### src/rtl/matmul_sequencer.sv
// Sequences one LOAD (weights) or MATMUL (activations + result write-back) per command.
// Optional MATMUL_SEQ_PERF_EN adds a busy-cycle counter output.
module matmul_sequencer #(
  parameter int SA_LENGTH      = 10,
  parameter int UB_ADDR_WIDTH  = 4,
  parameter int UB_NO_BANKS    = 4,
  parameter int ROWS_WIDTH     = 8,
  parameter int RESULT_LATENCY = 2*SA_LENGTH,
  localparam int BW = UB_ADDR_WIDTH + $clog2(UB_NO_BANKS)
) (
  input  logic                  CLK,
  input  logic                  SYNC_RST,
  input  logic                  start,
  input  logic                  op,
  input  logic [BW-1:0]         src_addr,
  input  logic [BW-1:0]         dst_addr,
  input  logic [ROWS_WIDTH-1:0] rows,
  output logic                  busy,
  output logic                  done,
  output logic                  brden,
  output logic [BW-1:0]         brdaddr,
  output logic                  bwren,
  output logic [BW-1:0]         bwraddr,
  output logic                  sa_en,
  output logic                  sa_load
`ifdef MATMUL_SEQ_PERF_EN
  ,
  output logic [31:0]           cycle_count
`endif
);

  localparam int CW = (ROWS_WIDTH > $clog2(SA_LENGTH + 1)) ? ROWS_WIDTH : $clog2(SA_LENGTH + 1);
  localparam int DW = $clog2(RESULT_LATENCY + 2);

  typedef enum logic [1:0] {IDLE, RD, DRAIN, DONE} state_t;

  state_t                  state, state_nxt;
  logic                    accept;
  logic                    op_q;
  logic [CW-1:0]           len_q, rd_cnt;
  logic [DW-1:0]           drain_cnt, drain_last;
  logic [BW-1:0]           rd_addr, wr_addr;
  logic [RESULT_LATENCY:0] wr_pipe;

  assign accept     = (state == IDLE) && start;
  assign drain_last = op_q ? DW'(RESULT_LATENCY) : '0;

  always_ff @(posedge CLK) begin
    if (SYNC_RST) state <= IDLE;
    else          state <= state_nxt;
  end

  always_comb begin
    state_nxt = state;
    unique case (state)
      IDLE:  if (start) state_nxt = (op && rows == '0) ? DONE : RD;
      RD:    if (rd_cnt == len_q - CW'(1)) state_nxt = DRAIN;
      DRAIN: if (drain_cnt == drain_last) state_nxt = DONE;
      DONE:  state_nxt = IDLE;
      default: state_nxt = IDLE;
    endcase
  end

  // Writes trail reads by a fixed delay line, so long row counts overlap reads and writes freely.
  always_ff @(posedge CLK) begin
    if (SYNC_RST) begin
      op_q      <= 1'b0;
      len_q     <= '0;
      rd_cnt    <= '0;
      drain_cnt <= '0;
      rd_addr   <= '0;
      wr_addr   <= '0;
      wr_pipe   <= '0;
    end else begin
      wr_pipe <= {wr_pipe[RESULT_LATENCY-1:0], brden & op_q};
      if (accept) begin
        op_q      <= op;
        len_q     <= op ? CW'(rows) : CW'(SA_LENGTH);
        rd_cnt    <= '0;
        drain_cnt <= '0;
        rd_addr   <= src_addr;
        wr_addr   <= dst_addr;
      end else begin
        if (state == RD) begin
          rd_cnt  <= rd_cnt + CW'(1);
          rd_addr <= rd_addr + BW'(1);
        end
        if (state == DRAIN) drain_cnt <= drain_cnt + DW'(1);
        if (bwren) wr_addr <= wr_addr + BW'(1);
      end
    end
  end

  always_comb begin
    busy    = (state != IDLE);
    done    = (state == DONE);
    brden   = (state == RD);
    brdaddr = brden ? rd_addr : '0;
    bwren   = wr_pipe[RESULT_LATENCY];
    bwraddr = bwren ? wr_addr : '0;
    // The array consumes each read word one cycle later, then keeps stepping through drain.
    sa_en   = ((state == RD) && (rd_cnt != '0)) || (state == DRAIN);
    sa_load = sa_en && !op_q;
  end

`ifdef MATMUL_SEQ_PERF_EN
  always_ff @(posedge CLK) begin
    if (SYNC_RST)    cycle_count <= '0;
    else if (accept) cycle_count <= '0;
    else if (busy)   cycle_count <= cycle_count + 32'd1;
  end
`endif

endmodule

### config.mk
export PLATFORM = sky130hd
export DESIGN_NAME = matmul_sequencer
export DESIGN_NICKNAME = d
export VERILOG_FILES = /design/src/rtl/matmul_sequencer.sv
export SDC_FILE = /design/constraint.sdc
export NUM_CORES = 1
export LEC_CHECK = 0
export CAP_MARGIN = 40
export CORE_MARGIN = 4
export CORE_UTILIZATION = 35
export CTS_BUF_LIST = sky130_fd_sc_hd__clkbuf_8
export DETAILED_ROUTE_END_ITERATION = 6
export PLACE_DENSITY = 0.56
export SYNTH_ARGS = -nofsm -noshare
export SYNTH_HDL_FRONTEND = slang
export SYNTH_SLANG_ARGS = --single-unit
### constraint.sdc
create_clock -name CLK -period 2.65 [get_ports CLK]
set_input_delay 0.53 -clock CLK [delete_from_list [all_inputs] [get_ports CLK]]
set_output_delay 0.53 -clock CLK [all_outputs]
set_load 0.02 [all_outputs]
==> impl_metrics.tcl <==
set metrics [dict create \
    worst_path_max_delay_cell "clkdlybuf4s50_1" \
    numPortBuffers 41 \
    async_reset_ff_share_pct 0 \
    drv_cap 0 \
    drive_gt1_share_pct 8.57 \
    grt_pass1_wl_um 9160 \
    finalWeightedCongestion 0.770 \
    die_w_um 95.9 \
    cts.sinks 57 \
    hold_path.class "reg2reg" \
    numPlacedInstances 433 \
    dp_hpwl_um 3960 \
    worstHoldEndpoint "wr_pipe[5]" \
    core-area_sq_mm 0.00737 \
    antenna_found_initial 0 \
    ff2ff_setup_slack_ns 0.75 \
    rsz0062_at_grt "false" \
    track_usage_pct 12.9 \
    synth_fp_nets 342 \
    required_ns 2.12 \
    yosys-top-cells-count "dfxtp_1, nor2_1, nor2b_1, nand2_1, xor2_1" \
    numCtsBuffers 9 \
    end_kind "output pin" \
    hold_start "wr_pipe[4]" \
    tritoncts "built" \
    grt_pass1_vias 1956 \
    clkTransAtPathRegs_ns 0.06 \
    slowest_delay_ns 0.60 \
    holdPathStages 1 \
    final_cell_count_no_fill 449 \
    relSlewSlack_pct 61.8 \
    synth.top_cell.area_share_pct 42.2 \
    setup_tns_ns 0 \
    syn_avg_cell_area_sq_um 8.84 \
    crit_family "buffers and inverters" \
    vias 2114 \
    via_per_inst 4.71 \
    synth-warning-count 0 \
    rr_endpoint "state[0]" \
    ys_seq_area_share_pct 42.2 \
    die-area_sq_mm 0.00920 \
    syn-instance-count 306 \
    placed_cell_area_sq_mm 0.00321 \
    worst_pin_slew_ns 0.574 \
    routed_wl_um 5530 \
    maxClockFrequency_ghz 0.400 \
    worstPathArrival_ns 1.97 \
    yosys.cell_types.count 40 \
    ir_worst_vdd_v 0.000411 \
    synth_area_leaders "dfxtp_1, xor2_1, ha_1" \
    ios 42 \
    drt-initial-drc-count 49 \
    critPathMaxFanout 18 \
    clk_latency_ns 0.33 \
    setup_violations 0 \
    drv_slew 0 \
    crit_type "reg2out" \
    area_growth_pct 27.9 \
    p_leak_uw 0.00135 \
    first_pass_iters 4 \
    critPathLaunchType "flip-flop" \
    ctsLongestPathBuffers 2 \
    rows 31 \
    synth_top_cell_by_area "dfxtp_1" \
    utilization_pct 46.9 \
    period_needed_ns 2.50 \
    grt_max_degree 45 \
    cp_cell_sequence "inv_1 > ha_1 > buf_4 > and2_1 > clkdlybuf4s50_1" \
    hold_viol 0 \
    yosysMostFrequentCell "dfxtp_1" \
    reg2reg_depth 8 \
    finalCritPeriodShare_pct 94.3 \
    status "completed" \
    finalInstanceArea_sq_mm 0.00346 \
    cts_root_buf "clkbuf_8" \
    synth-edff-count 0 \
    synth.ff_latch_count 57 \
    synthFlopType "dfxtp_1" \
    path_buf_inv 3 \
    h-tree-depth 3 \
    die_h_um 95.9 \
    antennaDiodeCount 0 \
    postCtsSetupBuffers 0 \
    wire_per_inst_um 12.3 \
    ant_nets 0 \
    powerDensity_mw_per_mm2 826 \
    r2r_start "len_q[0]" \
    drc 0 \
    syn-cell-area_sq_mm 0.00271 \
    initial_core_util_pct 36.7 \
    layout.nets 381 \
    clock_skew_ns 0.00871 \
    globalRouteOverflowTotal 0 \
]
-- per-layer routing --
metal  vias to the layer above  GRT usage [%]  wire (um)
met5                         -              0          0
met2                        34           19.4       2500
met4                         0           6.75        114
li1                       1102              -          -
met3                        15           3.36        230
met1                       963           16.8       2680
-- layout make-up --
class,instances,area (sq um)
inverters,11,41.3
well taps,99,124
multi-input cells,218,1450
flip-flops and latches,57,1140
repair buffers,48,467
clock inverters,4,73.8
fillers,768,3910
clock buffers,12,165
-- worst max-delay path by stage --
stage,startpoint,end,slack [ns],depth (start not counted)
final,state[1],brdaddr[5],0.15,5
after CTS,state[1],brdaddr[3],0.06,5
after detailed placement,rd_cnt[0],sa_load,0.28,7
after floorplan,state[1],sa_load,0.50,7
after global routing,state[1],brdaddr[5],0.03,5
after global placement,rd_cnt[0],sa_load,0.30,7
-- worst reg2reg max path: stages (launching register included) --
cell	delay [ns]
dfxtp_1	0.45
inv_1	0.08
ha_1	0.31
xnor2_1	0.16
and4b_1	0.18
a41oi_1	0.17
nand2_1	0.09
a21oi_2	0.21
mux2i_1	0.20
-- power by group --
| part | internal, uW | switching [uW] | leakage, uW | total [uW] |
|---|---|---|---|---|
| logic | 386 | 462 | 0.000768 | 848 |
| clock network | 606 | 337 | 0.000123 | 943 |
| registers | 955 | 110 | 0.000464 | 1070 |
-- registers in the layout (all words and copies together), names as in the netlist --
signal	count
wr_pipe	21
drain_cnt	5
rd_addr	6
op_q	1
wr_addr	6
state	2
len_q	8
rd_cnt	8
-- metrics by stage --
stage          total power (uW)  setup slack [ns]  hold WS (ns)
2_1_floorplan              1670             0.503         0.414
3_3_place_gp               1940             0.297         0.420
3_5_place_dp               1940             0.284         0.426
4_1_cts                    2900            0.0618         0.445
5_1_grt                    3050            0.0252         0.455
6_report                   2860             0.152         0.435
-- cell usage in the layout, fill, tap and decap left out, types with 6 or more instances in the layout --
master / count
clkbuf_8: 12
nor2_1: 30
a211oi_1: 14
clkdlybuf4s50_1: 38
xnor2_1: 8
mux2i_1: 7
o21ai_0: 6
nor2b_1: 23
inv_1: 11
nand2_1: 22
xor2_1: 20
ha_1: 12
dfxtp_1: 57
nand3_1: 13
buf_4: 7
a21oi_1: 14
and2_1: 13
-- repair_timing --
action,in CTS,in global routing
hold buffers,0,0
gates resized for setup,1,3
setup endpoints to repair,1,3
pin swaps,0,0
-- cell families (layout without fill, tap and decap cells) --
kind of cell / count (synthesis) / in the layout / share of synthesized area [%]
flip-flops: 57 / 57 / 42.2
AND/OR/NAND/NOR: 128 / 128 / 25.0
multiplexers: 7 / 7 / 2.59
adder cells (fa/ha/maj): 12 / 12 / 5.55
XOR/XNOR: 29 / 29 / 9.67
AO/OA/AOI/OAI: 42 / 42 / 10.5
buffers and inverters: 31 / 75 / 4.53
Note: power is estimated with default switching activity, not from simulation.
